`config.mk`:
```
export PLATFORM = sky130hd
export DESIGN_NAME = bitlet_plane_scheduler
export DESIGN_NICKNAME = d
export VERILOG_FILES = /design/src/rtl/bitlet_plane_scheduler.sv
export SDC_FILE = /design/constraint.sdc
export NUM_CORES = 1
export LEC_CHECK = 0
export ABC_CLOCK_PERIOD_IN_PS = 2350
export BUFFER_PORTS_ARGS = -buffer_cell sky130_fd_sc_hd__buf_4
export CORE_ASPECT_RATIO = 0.9
export CORE_MARGIN = 2
export CORE_UTILIZATION = 41
export CTS_CLUSTER_DIAMETER = 150
export DETAILED_ROUTE_END_ITERATION = 16
export PLACE_DENSITY_LB_ADDON = 0.2
export RECOVER_POWER = 50
export SLEW_MARGIN = 20
export SYNTH_ARGS = -nofsm -noshare
export SYNTH_HDL_FRONTEND = slang
export SYNTH_SLANG_ARGS = --single-unit
```
`constraint.sdc`:
```
create_clock -name clk -period 2.35 [get_ports clk]
set_input_delay 0.1175 -clock clk [delete_from_list [all_inputs] [get_ports clk]]
set_output_delay 0.1175 -clock clk [all_outputs]
set_load 0.01 [all_outputs]
```
`src/rtl/bitlet_plane_scheduler.sv`:
```
// bitlet_plane_scheduler: walks a tile one bit-plane at a time through a Bitlet check window and forwards its beats.
// Optional build macro BITLET_SKIP_ZERO_PLANE_EN: planes whose active lanes are all zero bypass the window.
module bitlet_plane_scheduler #(
   parameter int N_total = 64,
   parameter int N_bits  = 24,
   localparam int NW = (N_total > 1) ? $clog2(N_total) : 1,
   localparam int BW = (N_bits > 1) ? $clog2(N_bits) : 1
) (
   input  logic               clk,
   input  logic               rst,
   input  logic               start,
   input  logic               abort,
   input  logic [NW-1:0]      N_calculate,
   output logic               busy,
   output logic               done,
   output logic               plane_req,
   output logic [BW-1:0]      plane_idx,
   input  logic               plane_vld,
   input  logic [N_total-1:0] plane_data,
   output logic               win_flush,
   output logic               win_en,
   output logic [N_total-1:0] win_Wtrans,
   output logic [NW-1:0]      win_N_calculate,
   input  logic               win_sel_vld,
   input  logic               win_zero,
   input  logic [NW-1:0]      win_sel,
   input  logic               acc_ready,
   output logic               out_vld,
   output logic [NW-1:0]      out_sel,
   output logic               out_zero,
   output logic [BW-1:0]      out_plane
);
   typedef enum logic [2:0] {IDLE, FETCH, FLUSH, ARM, RUN, NEXT, DONE} state_t;
   state_t state, state_n;
   logic abort_pend, seen, xfer, last, skip;
   assign xfer = state == FETCH && plane_vld;
   assign last = plane_idx == BW'(N_bits - 1);
`ifdef BITLET_SKIP_ZERO_PLANE_EN
   logic [N_total-1:0] mask;
   // lanes 0..N_calculate of the latched lane count
   always_comb
      for (int i = 0; i < N_total; i++) mask[i] = i <= int'(win_N_calculate);
   assign skip = ~|(plane_data & mask);
`else
   assign skip = 1'b0;
`endif
   assign busy      = state != IDLE;
   assign done      = state == DONE;
   assign plane_req = state == FETCH;
   assign win_flush = state == FLUSH;
   assign win_en    = state == ARM;
   // next-state: one plane per pass, abort forces a single flush cycle before IDLE
   always_comb begin
      state_n = state;
      unique case (state)
         IDLE:  state_n = start ? FETCH : IDLE;
         FETCH: state_n = plane_vld ? (skip ? NEXT : FLUSH) : FETCH;
         FLUSH: state_n = abort_pend ? IDLE : ARM;
         ARM:   state_n = RUN;
         RUN:   state_n = (seen && !win_sel_vld) ? NEXT : RUN;
         NEXT:  state_n = last ? DONE : (acc_ready ? FETCH : NEXT);
         DONE:  state_n = IDLE;
         default: state_n = IDLE;
      endcase
      if (abort && state != IDLE) state_n = FLUSH;
   end
   // control state, plane counter and window operand registers
   always_ff @(posedge clk or posedge rst)
      if (rst) begin
         state           <= IDLE;
         abort_pend      <= 1'b0;
         seen            <= 1'b0;
         plane_idx       <= '0;
         win_Wtrans      <= '0;
         win_N_calculate <= '0;
      end else begin
         state           <= state_n;
         abort_pend      <= abort && state != IDLE;
         seen            <= state == RUN && state_n == RUN && (seen || win_sel_vld);
         plane_idx       <= state_n == IDLE ? '0 : (state == NEXT && state_n == FETCH) ? plane_idx + 1'b1 : plane_idx;
         win_N_calculate <= (state == IDLE && start) ? N_calculate : win_N_calculate;
         win_Wtrans      <= xfer ? plane_data : win_Wtrans;
      end
   // forward window results every cycle, tagged with the current plane
   always_ff @(posedge clk or posedge rst)
      if (rst) begin
         out_vld   <= 1'b0;
         out_sel   <= '0;
         out_zero  <= 1'b0;
         out_plane <= '0;
      end else begin
         out_vld   <= win_sel_vld;
         out_sel   <= win_sel;
         out_zero  <= win_zero;
         out_plane <= plane_idx;
      end
endmodule

```
# Yosys cells after proc, flatten, opt, wreduce, memory -nomap -nowiden
# Cells that the tools add are included.
dict set report totals {
  register_bits 93
  in_bits 84
  output_inout_bits 93
  wordCells 43
}
dict set report classes {
  n_addsub 1
  n_eq_ne 9
  mux 10
  reduce_logical 13
}
# cell n
set ops {}
lappend ops {{$pmux 3 s6} 1}
lappend ops {{$eq 3x3->1 const B} 4}
lappend ops {{$mux 5} 2}
lappend ops {{$mux 3} 3}
lappend ops {{$logic_and 1x1->1} 7}
lappend ops {{$eq 3x1->1 const B} 2}
lappend ops {{$eq 3x2->1 const B} 2}
lappend ops {{$logic_not 3->1} 2}
lappend ops {{$add 5x1->5 const B} 1}
lappend ops {{$eq 5x5->1 const B} 1}
lappend ops {{$mux 2} 2}
lappend ops {{$reduce_bool 3->1} 1}
lappend ops {{$mux 1} 2}
lappend ops {{$reduce_bool 2->1} 1}
lappend ops {{$logic_not 1->1} 1}
lappend ops {{$logic_or 1x1->1} 1}

# Longest topological paths before layout
# Gate-level depths: netlist of the first run.
dict set report depth {
  ltp_word 9
  mapped_depth 6
  ltp_nobuf 6
}

# Least setup slack after synthesis of the first run
# Ideal clock, no wire load.
dict set report synth_path {
  path_type {register -> register}
  start {register state[2]}
  end {register win_Wtrans[10]}
  setup_ns 0.125
  t_arrival_ns 1.714
  t_required_ns 2.225
  slack_ns 0.511
  path_stages_with_launch 7
  path_buffers 3
  synth_period_minus_slack_ns 1.839
  cell_sequence {dfrtp_1 buf_4 nor3b_1 and2_1 buf_4 buf_4 mux2_2}
}
dict set report synth_via {
  elab_chain_cells 2
}
# element line
set synth_rtl {}
lappend synth_rtl {{from (decl)} 34} ;# state_t state, state_n;
lappend synth_rtl {{from (signal assigned)} 77} ;# state <= state_n;
lappend synth_rtl {{$eq 3x1->1} -}
lappend synth_rtl {{named net plane_req} 16} ;# output logic plane_req,
lappend synth_rtl {{$logic_and 1x1->1} 36} ;# assign xfer = state == FETCH && plane_vld;
lappend synth_rtl {{to (signal assigned)} 82} ;# win_Wtrans <= xfer ? plane_data : win_Wtrans;
lappend synth_rtl {{to (decl)} 22} ;# output logic [N_total-1:0] win_Wtrans,
# The timed path passes the listed nets, and every way through them passes these cells.
# A chain may end at the register's enable or synchronous reset.

# Final worst setup path of the first run
dict set report layout_path {
  start {register plane_idx[0]}
  end {register plane_idx[1]}
}
dict set report layout_via {
  elab_chain_cells 7
  elab_cells_between_ends 11
  classes_between {1 x add/sub; 2 x eq/ne; 5 x mux; 3 x reduce/logical}
}
# element line
set layout_rtl {}
lappend layout_rtl {{from (decl)} 17} ;# output logic [BW-1:0] plane_idx,
lappend layout_rtl {{from (signal assigned)} 80} ;# plane_idx <= state_n == IDLE ? '0 : (state == NEXT && state_n == FETCH) ? plane_idx + 1'b1 : plane_idx;
lappend layout_rtl {{$eq 5x5->1} 37} ;# assign last = plane_idx == BW'(N_bits - 1);
lappend layout_rtl {{$mux 3} 61} ;# NEXT: state_n = last ? DONE : (acc_ready ? FETCH : NEXT);
lappend layout_rtl {{$pmux 3 s6} 55} ;# unique case (state)
lappend layout_rtl {{$mux 3} 65} ;# if (abort && state != IDLE) state_n = FLUSH;
lappend layout_rtl {{$eq 3x1->1} 80}
lappend layout_rtl {{$logic_and 1x1->1} 80}
lappend layout_rtl {{$reduce_bool 2->1 (no source line)} -}
# Parallel ways exist; a longest one is shown, timed or not. The select of a mux whose other input is x is not followed.

==> results.yml, run 1 <==
timing:
  fin_crit_sh_pct: 78.3
  relSlewSlack_pct: 34.5
  finalSetupTns_ps: 0
  setup_viol: 0
  hold_violations: 0
  worst_pin_slew_ps: 977
  rsz0062_at_grt: "no"
  fmax_mhz: 543
  slew_viol_final: 0
  min_period_ps: 1840
  final.setup_skew_ps: 6.85
power:
  cellLeakagePower_nw: 2.60
  switching_share_pct: 34.3
  peakVddDrop_mv: 0.669
  pwr-share-comb_pct: 38.4
  p_sw_w: 0.00212
  pwr-share-seq_pct: 42.4
  pwr-share-clk_pct: 19.2
  internal_power_w: 0.00405
  powerDensity_nw_per_um2: 1070
detailed_routing:
  drc: 0
  drtIter0Drc: 42
  vias: 2884
  wire_per_inst_um: 15.5
  dr.pass1.iters: 5
  antenna_left: 0
  via_per_inst: 4.67
  wl_mm: 9.59
floorplanning:
  start_util_pct: 42.3
  die_h_um: 93.2
  fp.dieW_um: 103
  num_io_pins: 177
  dieArea_um2: 9610
  core_um2: 8570
  num_rows: 32
clock_network:
  postCtsSetupRepairBufs: 0
  htree_levels: 3
  insertion_delay_ps: 340
  cts_max_path_buffers: 2
  cts_tree: "done"
  cts-root-buf: "clkbuf_8"
  clk_pin_slew_ps: 90
  cts_buffers: 9
  cts-resized-gates: 0
  clkSinkCount: 93
logic_synthesis:
  synth-seq-cells: 93
  synth.most_common_cell: "dfrtp_1"
  yosys.area.top_type_share_pct: 64.2
  postSynthAreaPerCell_um2: 15.4
  synth_edf_count: 0
  async_flop_share_pct: 100
  synthTopCellsByCount: "dfrtp_1 (93), mux2_2 (70), buf_4 (8)"
  synthFlopType: "dfrtp_1"
  yosys.area.top_type: "dfrtp_1"
  synth-seq-area-share_pct: 64.2
  ys_types: 40
  syn_nets: 320
  postSynthCellCount: 235
  netlist_area_um2: 3620
  synth_top_cells_by_area: "dfrtp_1 (64%), mux2_2 (22%), buf_4 (1.7%), nor3b_1 (0.83%), a31oi_4 (0.59%)"
  yosysWarnings: 0
setup_path:
  cp.required_ps: 2590
  start_kind: "flop"
  cp_slowest_stage_delay_ps: 440
  crit_slowest_cell: "dfrtp_1"
  regToRegSetupSlack_ps: 510
  end_kind: "flop"
  path_class: "flop to flop"
  path_cells: "ha_1, nand4b_1, o22a_1, o211a_1, and2_4, a32o_2"
  worst_ep_arrival_time_ps: 2080
  critPathMaxFanout: 6
global_route:
  top_usage_layer: "met2"
  grtUsageTotal_pct: 20.0
  grt_use_met2_pct: 34.0
  grt_pass1_wl_mm: 14.8
  gr-usage-met3_pct: 6.05
  antenna_found_initial: 0
  overflow: 0
  grt_max_degree: 50
  use_met1_pct: 24.8
  grt_pass1_vias: 2960
layout:
  nNetsFinal: 579
  nFillCells: 725
  seqCellArea_um2: 2330
  drive_gt1_share_pct: 38.3
  fin_cells: 618
  multi_input_area_um2: 1210
  antenna_cells: 0
  syn_to_final_growth_pct: 59.4
placed_design:
  dp_cells: 523
  hpwlAfterDp_mm: 6.17
  portBuffers: 176
  place.gp.congestion: 0.839
hold_path:
  worst_hold_path_type: "primary input to flop"
job:
  maxCapViolCount: 0
status:
  outcome: "completed"
[flip-flops by register name, summed over array words and instances, names as in the netlist]
name             count
out_sel              6
out_vld              1
out_plane            5
win_N_calculate      6
seen                 1
out_zero             1
state                3
abort_pend           1
win_Wtrans          64
plane_idx            5
[metrics by stage]
step	total power [W]	utilization, %	hold slack, ps	setup WS, ps	area [µm²]
2_1_floorplan	0.00402	-	149	511	3630
3_3_place_gp	0.00531	59.4	189	537	5090
3_5_place_dp	0.00539	59.4	188	543	5090
4_1_cts	0.00670	71.2	2.21	523	6100
5_1_grt	0.00656	67.4	15.5	346	5780
6_report	0.00617	67.4	19.8	510	5780
[cells by family after synthesis]
kind of cell	after synthesis	synth area share [%]
AO/OA/AOI/OAI	20	4.32
adder cells (fa/ha/maj)	1	0.345
buffers and inverters	13	2.42
flip-flops	93	64.2
multiplexers	72	22.3
AND/OR/NAND/NOR	36	6.39
[repair_timing]
item / CTS / global route
hold buffers: 79 / 0
endpoints found under the setup margin: 0 / 0
hold endpoints to repair: 99 / 0
[critical path, delay by kind of cell (launching register included)]
family          cells  cell delay (ps)
compound gates      3              700
flops               1              440
fa+ha+maj           1              220
simple gates        2              380
[worst paths after layout]
check,startpoint,endpoint,depth (start not counted)
max in group asynchronous,rst,win_Wtrans[5]$_DFFE_PP0P_,4
min reg2reg,plane_idx[4]$_DFFE_PP0P_,out_plane[4]$_DFF_PP0_,0
max,plane_idx[0]$_DFFE_PP0P_,plane_idx[1]$_DFFE_PP0P_,6
min,abort,abort_pend$_DFF_PP0_,2
max reg2reg,plane_idx[0]$_DFFE_PP0P_,plane_idx[1]$_DFFE_PP0P_,6
min in group asynchronous,rst,win_Wtrans[27]$_DFFE_PP0P_,3
[cell type report]
cell class                 count  share of cell area, %
clock buffer                   9                   2.14
clock inverter                 7                   1.78
inverter                       2                  0.152
multi-input combinational    129                   20.9
sequential                    93                   40.3
tap                          119                   2.58
timing repair buffer         259                   32.1
[layout by cell type (no fill, tap or decap), drive strengths merged, types with 3 or more instances in the layout]
| cell type | Yosys | final |
|---|---|---|
| a21oi | 3 | 3 |
| a31oi | 3 | 3 |
| and2 | 3 | 3 |
| buf | 10 | 88 |
| clkbuf | 1 | 101 |
| dfrtp | 93 | 93 |
| dlygate4sd3 | 0 | 79 |
| inv | 2 | 5 |
| mux2 | 70 | 70 |
| nand2 | 5 | 5 |
| nand3 | 3 | 3 |
| nor2 | 5 | 5 |
| nor3b | 4 | 4 |
| o21ai | 5 | 5 |
[metal layers]
layer | wire (µm) | vias up
met5 | 0 | -
met4 | 127 | 0
met3 | 676 | 13
met2 | 4830 | 113
met1 | 3950 | 1392
li1 | - | 1366
[power groups by stage]
stage / Clock [W] / Combinational, W / Sequential [W]
finish: 0.00119 / 0.00237 / 0.00261
global route: 0.00129 / 0.00257 / 0.00270
CTS: 0.00123 / 0.00285 / 0.00262
detailed placement: 0 / 0.00274 / 0.00265
global placement: 0 / 0.00269 / 0.00262
floorplan: 0 / 0.00116 / 0.00286
No activity file was read; power rests on OpenSTA's default activity.
==> run 2: changes to the inputs <==
--- a/config.mk
+++ b/config.mk
@@ -5,7 +5,7 @@
 export SDC_FILE = /design/constraint.sdc
 export NUM_CORES = 1
 export LEC_CHECK = 0
-export ABC_CLOCK_PERIOD_IN_PS = 2350
+export ABC_CLOCK_PERIOD_IN_PS = 1500
 export BUFFER_PORTS_ARGS = -buffer_cell sky130_fd_sc_hd__buf_4
 export CORE_ASPECT_RATIO = 0.9
 export CORE_MARGIN = 2
==> constraint.sdc (replaced) <==
create_clock -name clk -period 1.5 [get_ports clk]
set_input_delay 0.075 -clock clk [delete_from_list [all_inputs] [get_ports clk]]
set_output_delay 0.075 -clock clk [all_outputs]
set_load 0.01 [all_outputs]
==> run 2 against run 1 <==
- the run now ends with setup timing left
- flip-flop and latch count unchanged
- critical endpoint unchanged
- clock power increased by 39%
- largest cell class is now buffers
- final area is 13% higher
- register-to-register slack got worse by 720 ps
- wire length rose by 10%
- critical path depth down 1
- hold slack better by 110 ps
- global-route usage up 1.6 points
- maximum frequency up 7.8%
==> results.yml, run 2 (synthesis gave the netlist of run 1 again) <==
placed_design:
  place.gp.congestion: 0.865
  hpwlAfterDp_mm: 6.41
  dp_worst_setup_slack_ps: -243
  portBuffers: 176
power:
  pwr-share-comb_pct: 48.6
  switching_share_pct: 32.0
  peakVddDrop_mv: 1.12
  cellLeakagePower_nw: 3.17
  internal_power_w: 0.00766
  powerDensity_nw_per_um2: 1720
  pwr-share-seq_pct: 36.7
  pwr-share-clk_pct: 14.7
  p_sw_w: 0.00360
timing:
  worst_slack_ps: -207
  relSlewSlack_pct: 46.0
  worst_pin_slew_ps: 810
  hold_violations: 0
  fin_crit_sh_pct: 114
  slew_viol_final: 0
  rsz0062_at_grt: "yes"
  final.setup_skew_ps: 8.48
  setup_viol: 81
  fmax_mhz: 586
  finalSetupTns_ps: -7930
  min_period_ps: 1710
layout:
  layout_commonest_cell: "buf_4"
  regMostFlops: "win_Wtrans"
  drive_gt1_share_pct: 59.9
  nNetsFinal: 616
  utilization_pct: 76.5
  final_cell_mix: "buf_4 (195), dfrtp_1 (89), dlygate4sd3_1 (80)"
  nFillCells: 554
  reg.largest.list: "win_Wtrans: 64 flops, out_sel: 6 flops, win_N_calculate: 6 flops"
  syn_to_final_growth_pct: 80.9
  largest_register_ffs: 64
floorplanning:
  num_io_pins: 177
  dieArea_um2: 9610
  num_rows: 32
  start_util_pct: 42.3
  die_h_um: 93.2
  fp.dieW_um: 103
  core_um2: 8570
setup_path:
  path_delay_family: "simple AND/OR/NAND/NOR gates"
  path_class: "flop to flop"
  cp.buffers_inverters: 0
  cp_slowest_stage_delay_ps: 470
  cp.required_ps: 1790
  end_kind: "flop"
  worst_ep_arrival_time_ps: 2000
  critPathMaxFanout: 7
  start_kind: "flop"
  path_cells: "or3_4, nor2b_4, a31oi_4, and2_4, a32o_2"
  crit_slowest_cell: "dfrtp_2"
detailed_routing:
  antenna_left: 0
  vias: 3075
  dr.pass1.iters: 4
  drtIter0Drc: 75
  wl_mm: 10.6
  wire_per_inst_um: 16.1
  drc: 0
  via_per_inst: 4.69
status:
  outcome: "finished, violations left"
  violations: "setup timing"
clock_network:
  cts_max_path_buffers: 2
  insertion_delay_ps: 350
  htree_levels: 3
  cts_buffers: 9
  cts_tree: "done"
  cts-root-buf: "clkbuf_8"
  clk_pin_slew_ps: 90
  clkSinkCount: 93
hold_path:
  worst_hold_path_type: "primary input to flop"
global_route:
  overflow: 0
  grt_pass1_wl_mm: 15.8
  grt_pass1_vias: 3229
  grtUsageTotal_pct: 21.5
  gr-usage-met3_pct: 6.43
  top_usage_layer: "met2"
  use_met1_pct: 25.5
  grt_max_degree: 62
  grt_use_met2_pct: 38.0
  antenna_found_initial: 0
job:
  maxCapViolCount: 0
run 2: cell types whose count changed in the layout (fill, tap and decap cells not counted), moves of 3 or more:
cell	change
buf_4	+109
buf_6	+3
clkbuf_1	-75
dfrtp_1	-4
dfrtp_2	+4
mux2_2	-37
mux2_4	+37
nor3b_1	-3
run 2: worst paths after layout:
kind,startpoint,to,slack [ps],depth (start not counted)
max,state[2]$_DFF_PP0_,plane_idx[1]$_DFFE_PP0P_,-210,5
min reg2reg,win_Wtrans[7]$_DFFE_PP0P_,win_Wtrans[7]$_DFFE_PP0P_,510,1
min,win_sel_vld,seen$_DFF_PP0_,130,3
max in group asynchronous,rst,state[2]$_DFF_PP0_,360,4
min in group asynchronous,rst,win_Wtrans[26]$_DFFE_PP0P_,510,4
max reg2reg,state[2]$_DFF_PP0_,plane_idx[1]$_DFFE_PP0P_,-210,5
run 2: final cells by class:
class	instances	area, µm²	area share [%]
Timing Repair Buffer	296	2440	37.2
Clock buffer	10	128	1.95
Tap cell	119	149	2.27
Inverter	2	11.3	0.172
Multi-Input combinational cell	129	1420	21.7
Sequential cell	93	2330	35.6
Antenna cell	1	2.50	0.0382
Clock inverter	6	71.3	1.09
run 2: stage by stage:
step           total power [W]  std cells  area [µm²]  hold WS (ps)
6_report                0.0113        656        6560           134
2_1_floorplan          0.00639        235        3670           106
4_1_cts                 0.0110        651        6450           115
3_3_place_gp           0.00861        548        5290           185
5_1_grt                 0.0119        655        6550           157
3_5_place_dp           0.00875        548        5290           186
run 2: what timing repair did:
action	4_1_cts	5_1_grt
endpoints found under the hold margin	173	0
hold buffers	80	0
endpoints found under the setup margin	81	81
cloned	1	0
gates resized for setup	30	29
pin swaps	4	9
buffers inserted	6	4
run 2: worst reg2reg max path: stages (launching register included):
cell and delay [ps]:
dfrtp_2 470, or3_4 430, nor2b_4 160, a31oi_4 250
and2_4 200, a32o_2 140
run 2: power by group through the flow:
stage | clock network [W] | registers (W) | logic (W)
after global placement | 0 | 0.00409 | 0.00452
after CTS | 0.00170 | 0.00409 | 0.00517
after detailed placement | 0 | 0.00414 | 0.00461
final | 0.00165 | 0.00413 | 0.00547
after floorplan | 0 | 0.00449 | 0.00190
after global routing | 0.00182 | 0.00427 | 0.00581
run 2: layer usage:
metal | vias up | part of all wire, %
met4 | 0 | 1.4
met1 | 1500 | 39
met2 | 122 | 52
li1 | 1434 | -
met5 | - | 0
met3 | 19 | 7.1
==> run 3: changes to the inputs <==
--- a/config.mk
+++ b/config.mk
@@ -7,9 +7,11 @@
 export LEC_CHECK = 0
 export ABC_CLOCK_PERIOD_IN_PS = 1500
 export BUFFER_PORTS_ARGS = -buffer_cell sky130_fd_sc_hd__buf_4
+export CELL_PAD_IN_SITES_DETAIL_PLACEMENT = 0
+export CELL_PAD_IN_SITES_GLOBAL_PLACEMENT = 1
 export CORE_ASPECT_RATIO = 0.9
 export CORE_MARGIN = 2
-export CORE_UTILIZATION = 41
+export CORE_UTILIZATION = 32
 export CTS_CLUSTER_DIAMETER = 150
 export DETAILED_ROUTE_END_ITERATION = 16
 export PLACE_DENSITY_LB_ADDON = 0.2
==> run 3 against run 2 <==
- the run still ends with setup timing left
- critical path type unchanged
- non-clock buffer count is 12 higher
- critical path depth grew 1
- highest routed layer unchanged
- die area is 27% higher
- critical endpoint unchanged
==> results.yml, run 3 (synthesis gave the netlist of run 1 again) <==
setup_path:
  path_delay_family: "compound AO/OA/AOI/OAI gates"
  end_kind: "flop"
  cp.buffers_inverters: 1
  cp.depth: 6
  endpoint: "plane_idx[1]$_DFFE_PP0P_"
  path_class: "flop to flop"
  r2r_start: "state[1]$_DFF_PP0_"
  cp_slowest_stage_delay_ps: 460
  startpoint: "state[1]$_DFF_PP0_"
  critPathMaxFanout: 5
  cp.required_ps: 1720
  path_cells: "clkbuf_2, nor3b_1, o21ai_2, o211a_1, and2_4, a32o_2"
  start_kind: "flop"
  r2r_end: "plane_idx[1]$_DFFE_PP0P_"
  regToRegSetupSlack_ps: -240
  crit_slowest_cell: "dfrtp_2"
  worstRegToRegCells: 6
  worst_ep_arrival_time_ps: 1960
detailed_routing:
  antenna_left: 0
  vias: 3125
  wl_mm: 11.6
  dr.pass1.iters: 4
  wire_per_inst_um: 16.5
  via_per_inst: 4.47
  drtIter0Drc: 131
  drc: 0
placed_design:
  portBuffers: 176
  place.gp.congestion: 0.790
  hpwlAfterDp_mm: 6.74
  dp_cells: 586
  dp_worst_setup_slack_ps: -216
layout:
  drive_gt1_share_pct: 60.5
  nFillCells: 840
  regMostFlops: "win_Wtrans"
  nNetsFinal: 628
  antenna_cells: 0
  final_cell_mix: "buf_4 (196), dfrtp_1 (89), dlygate4sd3_1 (80)"
  syn_to_final_growth_pct: 93.8
  fin_cells: 699
  largest_register_ffs: 64
  reg.largest.list: "win_Wtrans: 64 flops, out_sel: 6 flops, win_N_calculate: 6 flops"
  layout_commonest_cell: "buf_4"
clock_network:
  cts_buffers: 9
  cts_max_path_buffers: 2
  htree_levels: 3
  cts-root-buf: "clkbuf_16"
  clk_pin_slew_ps: 60
  clkSinkCount: 93
  insertion_delay_ps: 330
  cts_tree: "done"
floorplanning:
  start_util_pct: 33.1
  die_h_um: 105
  num_rows: 36
  fp.dieW_um: 116
  num_io_pins: 177
  dieArea_um2: 12200
  core_um2: 10900
power:
  peakVddDrop_mv: 0.920
  cellLeakagePower_nw: 3.41
  powerDensity_nw_per_um2: 1800
global_route:
  overflow: 0
  grt_pass1_vias: 3295
  grtUsageTotal_pct: 17.3
  antenna_found_initial: 0
  grt_pass1_wl_mm: 16.3
  grt_max_degree: 45
status:
  violations: "setup timing"
  outcome: "finished, violations left"
timing:
  fmax_mhz: 576
  hold_violations: 0
  worst_hold_slack_ps: 189
  slew_viol_final: 0
  fin_crit_sh_pct: 116
  finalSetupTns_ps: -9810
  relSlewSlack_pct: 59.8
  final.setup_skew_ps: 3.69
  rsz0062_at_grt: "yes"
  worst_pin_slew_ps: 600
  worst_slack_ps: -236
  min_period_ps: 1740
  setup_viol: 79
job:
  maxCapViolCount: 0
hold_path:
  worst_hold_path_type: "primary input to flop"
## run 3: worst min-delay path: stages
cell and delay (ps):
clkbuf_1 120, o21ai_0 230, nor4b_2 60
## run 3: how the worst min path moves through the flow
stage,start,slack (ps),to,cells past startpoint
3_3_place_gp,rst,80,win_Wtrans[32]$_DFFE_PP0P_,2
2_1_floorplan,win_sel[0],110,out_sel[0]$_DFF_PP0_,0
5_1_grt,win_sel_vld,210,seen$_DFF_PP0_,3
4_1_cts,win_sel_vld,90,seen$_DFF_PP0_,3
6_report,win_sel_vld,190,seen$_DFF_PP0_,3
3_5_place_dp,rst,70,win_Wtrans[24]$_DFFE_PP0P_,2
## run 3: metrics by stage
stage / power [W] / util [%] / instance area [µm²]
floorplan: 0.00639 / - / 3670
global placement: 0.00880 / 49.3 / 5390
detailed placement: 0.00890 / 49.3 / 5390
CTS: 0.0118 / 60.7 / 6650
global route: 0.0133 / 64.2 / 7020
finish: 0.0126 / 64.2 / 7020
## run 3: final cells by class
type	instances	area, µm²	share of cell area [%]
clock buffers	12	256	3.65
multi-input cells	129	1530	21.8
flip-flops and latches	93	2330	33.2
well taps	152	190	2.71
inverters	2	8.76	0.125
repair buffers	308	2640	37.6
clock inverters	3	68.8	0.980
## run 3: power breakdown
| part | total, W | internal, W | leakage, nW | switching (W) |
|---|---|---|---|---|
| clock | 0.00246 | 0.00155 | 0.159 | 0.000913 |
| sequential | 0.00415 | 0.00353 | 1.14 | 0.000623 |
| combinational | 0.00604 | 0.00379 | 2.12 | 0.00225 |
## run 3: per-layer routing
layer  wire (µm)  up-vias  part of all wire [%]  global-route usage [%]
met5           0        -                     0                       0
met4         163        0                   1.4                    5.78
met3         566       15                   4.9                    3.77
met2        6150      102                    53                    31.4
met1        4690     1553                    41                    19.8
li1            -     1455                     -                       -
## run 3: what timing repair did
item                                    4_1_cts  5_1_grt
setup buffers                                 3       10
resized for setup                            23       71
cloned                                        1        4
pin swaps                                     2       14
endpoints found under the hold margin        90        0
endpoints found under the setup margin       81       81
hold buffers                                 80        0
